$ cat src/rtl/dma_controller.sv
`timescale 1ns / 1ps
`default_nettype none
// +----------------------------------------------------------------------------+
// | Module      : dma_controller                                               |
// | Description : Cycle-stealing DMA engine. On a CPU command it requests the   |
// |               bus (BR/BG), selects device blocks through offset, latches   |
// |               each block's words and writes them to data memory, then      |
// |               pulses dma_done.                                             |
// | Config      : DMA_BURST_EN - when defined the bus is held for the whole     |
// |               transfer (no RELEASE/REQ between blocks). Undefined by        |
// |               default: the bus is given back for one cycle per block.      |
// | Ports       : clk, reset_n (sync, active-low)                              |
// |               cmd_valid/cmd_addr/cmd_count : command from CPU              |
// |               BR (out) / BG (in)           : bus request / grant           |
// |               offset (out) / dev_data (in) : device block select / data    |
// |               mem_write/mem_addr/mem_wdata (out), mem_ack (in) : mem port  |
// |               dma_done (out)               : one-cycle completion pulse    |
// | Revision    : 1.0 - initial release                                        |
// +----------------------------------------------------------------------------+
module dma_controller #(
  parameter int WORD_SIZE       = 16,
  parameter int DEVICE_BIT_LEN  = 2,
  parameter int NUM_BLOCKS      = 3,
  parameter int WORDS_PER_BLOCK = 4
) (
  input  logic                                 clk,
  input  logic                                 reset_n,
  input  logic                                 cmd_valid,
  input  logic [WORD_SIZE-1:0]                 cmd_addr,
  input  logic [DEVICE_BIT_LEN-1:0]            cmd_count,
  input  logic                                 BG,
  output logic                                 BR,
  output logic [DEVICE_BIT_LEN-1:0]            offset,
  input  logic [WORDS_PER_BLOCK*WORD_SIZE-1:0] dev_data,
  output logic                                 mem_write,
  output logic [WORD_SIZE-1:0]                 mem_addr,
  output logic [WORD_SIZE-1:0]                 mem_wdata,
  input  logic                                 mem_ack,
  output logic                                 dma_done
);

  localparam int WORD_W = (WORDS_PER_BLOCK > 1) ? $clog2(WORDS_PER_BLOCK) : 1;
  localparam int DATA_W = WORDS_PER_BLOCK * WORD_SIZE;
  localparam logic [DEVICE_BIT_LEN-1:0] MAX_COUNT    = DEVICE_BIT_LEN'(NUM_BLOCKS);
  localparam logic [DEVICE_BIT_LEN-1:0] OFFSET_IDLE  = '1;
  localparam logic [WORD_W-1:0]         LAST_WORD    = WORD_W'(WORDS_PER_BLOCK - 1);
  localparam logic [WORD_SIZE-1:0]      BLOCK_STRIDE = WORD_SIZE'(WORDS_PER_BLOCK);

  typedef enum logic [2:0] {
    S_IDLE    = 3'd0,
    S_REQ     = 3'd1,
    S_LATCH   = 3'd2,
    S_WRITE   = 3'd3,
    S_RELEASE = 3'd4,
    S_DONE    = 3'd5
  } state_t;

  state_t                      state_q,   state_d;
  logic [WORD_SIZE-1:0]        base_q,    base_d;
  logic [DEVICE_BIT_LEN-1:0]   count_q,   count_d;
  logic [DEVICE_BIT_LEN-1:0]   blk_q,     blk_d;
  logic [WORD_W-1:0]           word_q,    word_d;
  logic [DATA_W-1:0]           data_q,    data_d;
  // Set once the current block is held in data_q, so a re-grant after a
  // mid-block BG drop resumes writing without re-reading the device.
  logic                        latched_q, latched_d;

  logic [DEVICE_BIT_LEN-1:0]   count_clamped;
  logic [DEVICE_BIT_LEN-1:0]   blk_inc;
  logic [WORD_SIZE-1:0]        word_addr;
  logic [WORD_SIZE-1:0]        word_data;

  always_ff @(posedge clk) begin
    if (!reset_n) begin
      state_q   <= S_IDLE;
      base_q    <= '0;
      count_q   <= '0;
      blk_q     <= '0;
      word_q    <= '0;
      data_q    <= '0;
      latched_q <= 1'b0;
    end else begin
      state_q   <= state_d;
      base_q    <= base_d;
      count_q   <= count_d;
      blk_q     <= blk_d;
      word_q    <= word_d;
      data_q    <= data_d;
      latched_q <= latched_d;
    end
  end

  // Address wraps naturally modulo 2^WORD_SIZE.
  assign count_clamped = (cmd_count > MAX_COUNT) ? MAX_COUNT : cmd_count;
  assign blk_inc       = blk_q + DEVICE_BIT_LEN'(1);
  assign word_addr     = base_q + (WORD_SIZE'(blk_q) * BLOCK_STRIDE) + WORD_SIZE'(word_q);
  assign word_data     = data_q[word_q*WORD_SIZE +: WORD_SIZE];

  always_comb begin
    state_d   = state_q;
    base_d    = base_q;
    count_d   = count_q;
    blk_d     = blk_q;
    word_d    = word_q;
    data_d    = data_q;
    latched_d = latched_q;
    BR        = 1'b0;
    offset    = OFFSET_IDLE;
    mem_write = 1'b0;
    mem_addr  = '0;
    mem_wdata = '0;
    dma_done  = 1'b0;

    case (state_q)
      S_IDLE: begin
        if (cmd_valid) begin
          base_d    = cmd_addr;
          count_d   = count_clamped;
          blk_d     = '0;
          word_d    = '0;
          latched_d = 1'b0;
          state_d   = (count_clamped == '0) ? S_DONE : S_REQ;
        end
      end

      S_REQ: begin
        BR = 1'b1;
        if (BG) begin
          state_d = latched_q ? S_WRITE : S_LATCH;
        end
      end

      S_LATCH: begin
        BR        = 1'b1;
        offset    = blk_q;
        data_d    = dev_data;
        latched_d = 1'b1;
        state_d   = S_WRITE;
      end

      S_WRITE: begin
        BR        = 1'b1;
        offset    = blk_q;
        mem_write = 1'b1;
        mem_addr  = word_addr;
        mem_wdata = word_data;
        if (mem_ack) begin
          if (word_q == LAST_WORD) begin
            word_d    = '0;
            blk_d     = blk_inc;
            latched_d = 1'b0;
            if (blk_inc == count_q) begin
              state_d = S_DONE;
            end else begin
`ifdef DMA_BURST_EN
              // Keep the bus; only fall back to REQ if the CPU took it away.
              state_d = BG ? S_LATCH : S_REQ;
`else
              state_d = S_RELEASE;
`endif
            end
          end else begin
            word_d = word_q + WORD_W'(1);
            // Grant withdrawn: the acked word is finished, re-request.
            if (!BG) begin
              state_d = S_REQ;
            end
          end
        end
      end

      S_RELEASE: begin
        state_d = S_REQ;
      end

      S_DONE: begin
        dma_done = 1'b1;
        state_d  = S_IDLE;
      end

      default: begin
        state_d = S_IDLE;
      end
    endcase
  end

endmodule
`default_nettype wire
$ cat config.mk
export PLATFORM = sky130hd
export DESIGN_NAME = dma_controller
export DESIGN_NICKNAME = d
export VERILOG_FILES = /design/src/rtl/dma_controller.sv
export SDC_FILE = /design/constraint.sdc
export NUM_CORES = 1
export LEC_CHECK = 0
export BUFFER_PORTS_ARGS = -buffer_cell sky130_fd_sc_hd__clkbuf_2
export CORE_AREA = 5 5 94 96
export CTS_CLUSTER_DIAMETER = 60
export DETAILED_ROUTE_END_ITERATION = 10
export DIE_AREA = 0 0 99 101
export PLACE_DENSITY = 0.81
export SETUP_SLACK_MARGIN = 0.3
export SLEW_MARGIN = 25
export SYNTH_ARGS = -nofsm -noshare
export SYNTH_HDL_FRONTEND = slang
export SYNTH_SLANG_ARGS = --single-unit
$ cat constraint.sdc
create_clock -name clk -period 6.64 [get_ports clk]
set_clock_uncertainty 0.05 [all_clocks]
set_input_delay 1.992 -clock clk [delete_from_list [all_inputs] [get_ports clk]]
set_output_delay 1.992 -clock clk [all_outputs]
set_load 0.01 [all_outputs]
* Yosys cells after proc, flatten, opt, wreduce, memory -nomap -nowiden *
Index checks and enable logic that the tools add are counted.

storage, ports and cells
  register bits = 90
  output and inout bits = 37
  memories = 0
  bits in latches = 0
  memory bits (writable) = 0
  word-level logic and storage cells = 63
  ROM bits = 0

cells by class
  div/mod/pow operators = 0
  multiplexer cells = 27
  add/subtract/negate cells = 4
  bitwise gates (word level) = 0
  reduce and logical (&&, ||, !) cells = 11
  order comparisons = 1
  shift operators = 1
  eq/ne operators = 12
  $mul = 0

operators with widths
  cell                                                             number
  64-bit by 7-bit indexed part select with 16-bit output           1
  16-bit two-way mux                                               2
  3-bit two-way mux                                                6
  16-bit by 2-bit adder with 16-bit output                         1
  16-bit by 4-bit adder with 16-bit output                         1
  3-bit case mux with 5 select lines                               1
  2-bit two-way mux                                                7
  4-bit AND reduction                                              3
  1-bit two-way mux                                                8
  2-bit != test, second input constant                             4
  2-bit case mux with 2 select lines                               2
  3-bit by 2-bit == test with 1-bit output, second input constant  2
  3-bit == test, second input constant                             2
  2-bit by 1-bit adder with 2-bit output, second input constant    2
  3-bit by 1-bit == test with 1-bit output, second input constant  1
  3-bit zero test                                                  1
  3-bit != test, second input constant                             1
  1-bit case mux with 3 select lines                               1
  3-bit AND reduction                                              1
  3-bit nonzero test                                               1
  3-bit OR reduction                                               1
  2-bit == test                                                    1
  2-bit == test, second input constant                             1
  2-bit > comparator, second input constant                        1
  4 further kinds                                                  4

* Longest topological paths before layout *
  word-level depth = 6
  mapped depth = 8
  mapped depth without buffers = 7

* Worst setup path before layout *
No wires, ideal clock.

  kind = register -> output
  from = reg word_q[1]
  to = out mem_addr[6]
  required time = 4.598 ns
  path slack = 2.408 ns
  stages on the path, launching flop included = 9
  buffers on the path = 2
  arrival = 2.190 ns
  cells stage by stage = dfxtp_1 -> buf_2 -> buf_2 -> inv_1 -> fa_1 -> nor2b_1 -> o21ai_1 -> a2111o_1 -> o21ai_1

between the ends
  word-level cells in the longest chain between the ends = 2

ends and longest elaborated chain
  what                                      line  source
  start: declaration                        62    logic [WORD_W-1:0] word_q, word_d;
  start signal: assignment                  87    word_q <= word_d;
  16-bit by 2-bit adder with 16-bit output  96    assign word_addr = base_q + (WORD_SIZE'(blk_q) * BLOCK_STRIDE) + WORD_SIZE'(word_q);
  16-bit two-way mux                        114   case (state_q)
  end: declaration                          36    output logic [WORD_SIZE-1:0] mem_addr,

Every way passes these cells.

* Worst setup path after layout *
  from = reg state_q[1]
  to = out mem_addr[14]

between the ends
  word-level cells in the longest chain between the ends = 2

ends and longest elaborated chain
  what                                      line  source
  start: declaration                        58    state_t state_q, state_d;
  start signal: assignment                  83    state_q <= state_d;
  3-bit by 2-bit == test with 1-bit output  114
  16-bit two-way mux                        114

Every way passes these cells.

==> metrics.md <==
| Metric | Value |
|---|---|
| Clock slew at reported path FFs | 0.09 ns |
| Slew Limit Fails | 0 |
| Clk Latency, worst-skew pair | 0.35 ns |
| GRT Overall Usage | a little under a quarter |
| Ys async rst share | 0% |
| CTS tree | done |
| Register area share after synthesis | between 40% and 50% |
| Pwr dens | 266 nW/um2 |
| Critical path class | register to output pin |
| Initial antenna violation count | 0 |
| Warnings from Yosys | 0 |
| Top_reg_cell synth | dfxtp_1 |
| Vias in the first global route | ~4000 |
| Total CTS buffers | 9 |
| Synth Area in Adders | 1.91% |
| Critical-path maximum fanout | 24 |
| Die area | 10000 um2 |
| Setup total negative slack | 0 ns |
| Simple-gate share of the synthesized area | 25.4% |
| Nets | between 700 and 800 |
| GRT overflow | 0 |
| Fin. Hold Viols | 0 |
| Tcrit/Tclk final | 75.9% |
| Maxcap violations | 0 |
| Distinct cells, synth | 47 |
| Lkg Pwr | just over 2 nW |
| Routed WL | 11100 um |
| Total instance count after detailed placement | 734 |
| Layout cell share with drive strength beyond 1 | 26.0% |
| RSZ-0062 raised after global routing | false |
| Main combinational cell family by area after synthesis | simple AND/OR/NAND/NOR gates |
| Die height | 101 um |
| Mux share of post-synthesis cell area | 9.26% |
| Largest net degree at the start of global routing | 66 |
| Final setup viols | 0 |
| # IOs | roughly 120 |
| Starting Density | 54.3% |
| Root Driver | clkbuf_8 |
| GP Congestion | 0.932 |
| Synth Area in XOR/XNOR | 0.202% |
| Iteration-0 DRC Markers | around 250 |
| H-tree depth | 3 |
| Synth Register Bits | 90 |
| Global-route wire length before repair | 18400 um |
| Cells after Synth | 542 |
| Most frequent cells after synthesis | nand2_1, a21oi_1, dfxtp_1 |
| Critical Path Max Stage Delay | 0.86 ns |
| CP Launch Type | register |
| Worst Path Required | 4.60 ns |
| PostCTS Resize Cnt | 0 |
| Worst-Margin Slew | 1.06 ns |
| Final ANT Viol Nets | 0 |
| Worst Hold Class | register to register |
| Die width | 99 um |
| Non-filler cells, final | 750 |
| Sink Count | 90 |
| Largest cells by area after synthesis | dfxtp_1, nand2_1, a21oi_1, mux4_2, and3_1 |
| Vias per Instance | 5.55 |
| Crit-path most repeated cell | nand2_1 |
| Synth Area in Compound Gates | 16.4% |
| Maximum clock frequency | 0.198 GHz |
| Antenna cells | 0 |
| Hold_ws | 0.405 ns |
| Post-CTS Setup Bufs | 0 |
| Residual DRC | 0 |
| Share of the synthesized area in the top cell type | 41.7% |
| Final HPWL DP | between 7000 and 8000 um |
| Most common cell in the netlist | nand2_1 |
| Layout area overhead | 18.7% |
| Status | completed |
| Hold_buf cts | 0 |
| Core area | 7970 um2 |
| CP max-delay cell | nor2b_2 |
| DR vias | 4165 |
| Buffer depth of the longest clock path | 2 |
| Max-slew headroom | about 29% |
| Crit. End Element | output pin |
| Synthesized area | 4330 um2 |
| Post-synth top area cell | dfxtp_1 |
| Worst EP arrival | 3.00 ns |
| Initial DRT Pass Iterations | 4 |
| Worst path cell trace | nor2b_2 > nand2_1 > inv_1 > nand2_1 > mux2i_1 > clkbuf_2 |
| Clock period minus worst slack | about 5 ns |
| Worst VDD drop | 152 uV |
| Routed len/inst | 14.8 um |
| I/O Buffers | 123 |
| Mapped Nets | 635 |
| Avg Inst Size Synth | 7.98 um2 |
| Count of flip-flops with a built-in enable after synthesis | 0 |
| Cell Rows | 33 |
## cell usage in the layout (no fill, tap or decap), types with 7 or more instances in the layout
master	Yosys	layout
dfxtp_1	90	90
and3_1	19	19
mux4_2	16	16
clkbuf_2	0	123
nand2_1	178	177
inv_1	8	8
clkbuf_8	0	10
nand3_1	7	7
or3_1	10	10
a21oi_1	101	101
## worst paths after layout
check	start	end	slack (ns)	depth (start not counted)
worst max-delay path	state_q[1]	mem_addr[14]	1.60	6
worst min-delay path	data_q[32]	data_q[32]	0.41	2
worst max register to register	state_q[1]	blk_q[1]	4.10	4
worst min register to register	data_q[32]	data_q[32]	0.41	2
## cells by family (layout without fill, tap and decap cells)
| group | after synthesis | in the layout |
|---|---|---|
| AND/OR/NAND/NOR | 245 | 245 |
| AO/OA/AOI/OAI | 129 | 129 |
| flip-flops | 90 | 90 |
| buffers and inverters | 51 | 154 |
| multiplexers | 20 | 20 |
| adder cells (fa/ha/maj) | 6 | 6 |
| XOR/XNOR | 1 | 1 |
## routing by layer
metal	global-route usage [%]	vias to the layer above	routed length, um
li1	-	2068	-
met1	27.8	1917	4650
met2	38.0	157	5370
met3	5.33	23	839
met4	9.24	0	207
met5	0	-	0
## final cells by class
cell class | instances | area [um2]
Fill cell | 704 | 2830
Multi-Input combinational cell | 401 | 2310
Sequential cell | 90 | 1800
Timing Repair Buffer | 127 | 646
Clock buffer | 11 | 141
Tap cell | 105 | 131
Clock inverter | 5 | 60.1
Inverter | 11 | 41.3
## metrics by stage
step / power (mW) / utilization [%] / cell area (um2) / worst slack (ns)
after global placement: 0.983 / 61.8 / 4930 / 2.20
after CTS: 1.37 / 64.4 / 5130 / 1.60
after detailed placement: 1.00 / 61.9 / 4930 / 1.99
final: 1.37 / 64.4 / 5130 / 1.60
after floorplan: 0.900 / - / 4330 / 2.41
after global routing: 1.45 / 64.4 / 5130 / 1.29
## worst max-delay path, delay by kind of cell (launching register included)
kind                   cells  cell delay (ns)
multiplexers               1             0.15
buffers and inverters      2             0.50
AND/OR/NAND/NOR            3             1.45
flip-flops                 1             0.56
## report_power, final
part           leakage, nW  switching, mW  internal, mW
Combinational         1.21          0.197         0.119
Clock                0.100          0.190         0.187
Sequential           0.731         0.0695         0.604
Total                 2.05          0.457         0.909
## registers in the layout, summed over array words and instances (netlist names)
register / count
count_q: 2
data_q: 64
base_q: 16
latched_q: 1
blk_q: 2
word_q: 2
state_q: 3
Power figures use the tool's default switching activity.
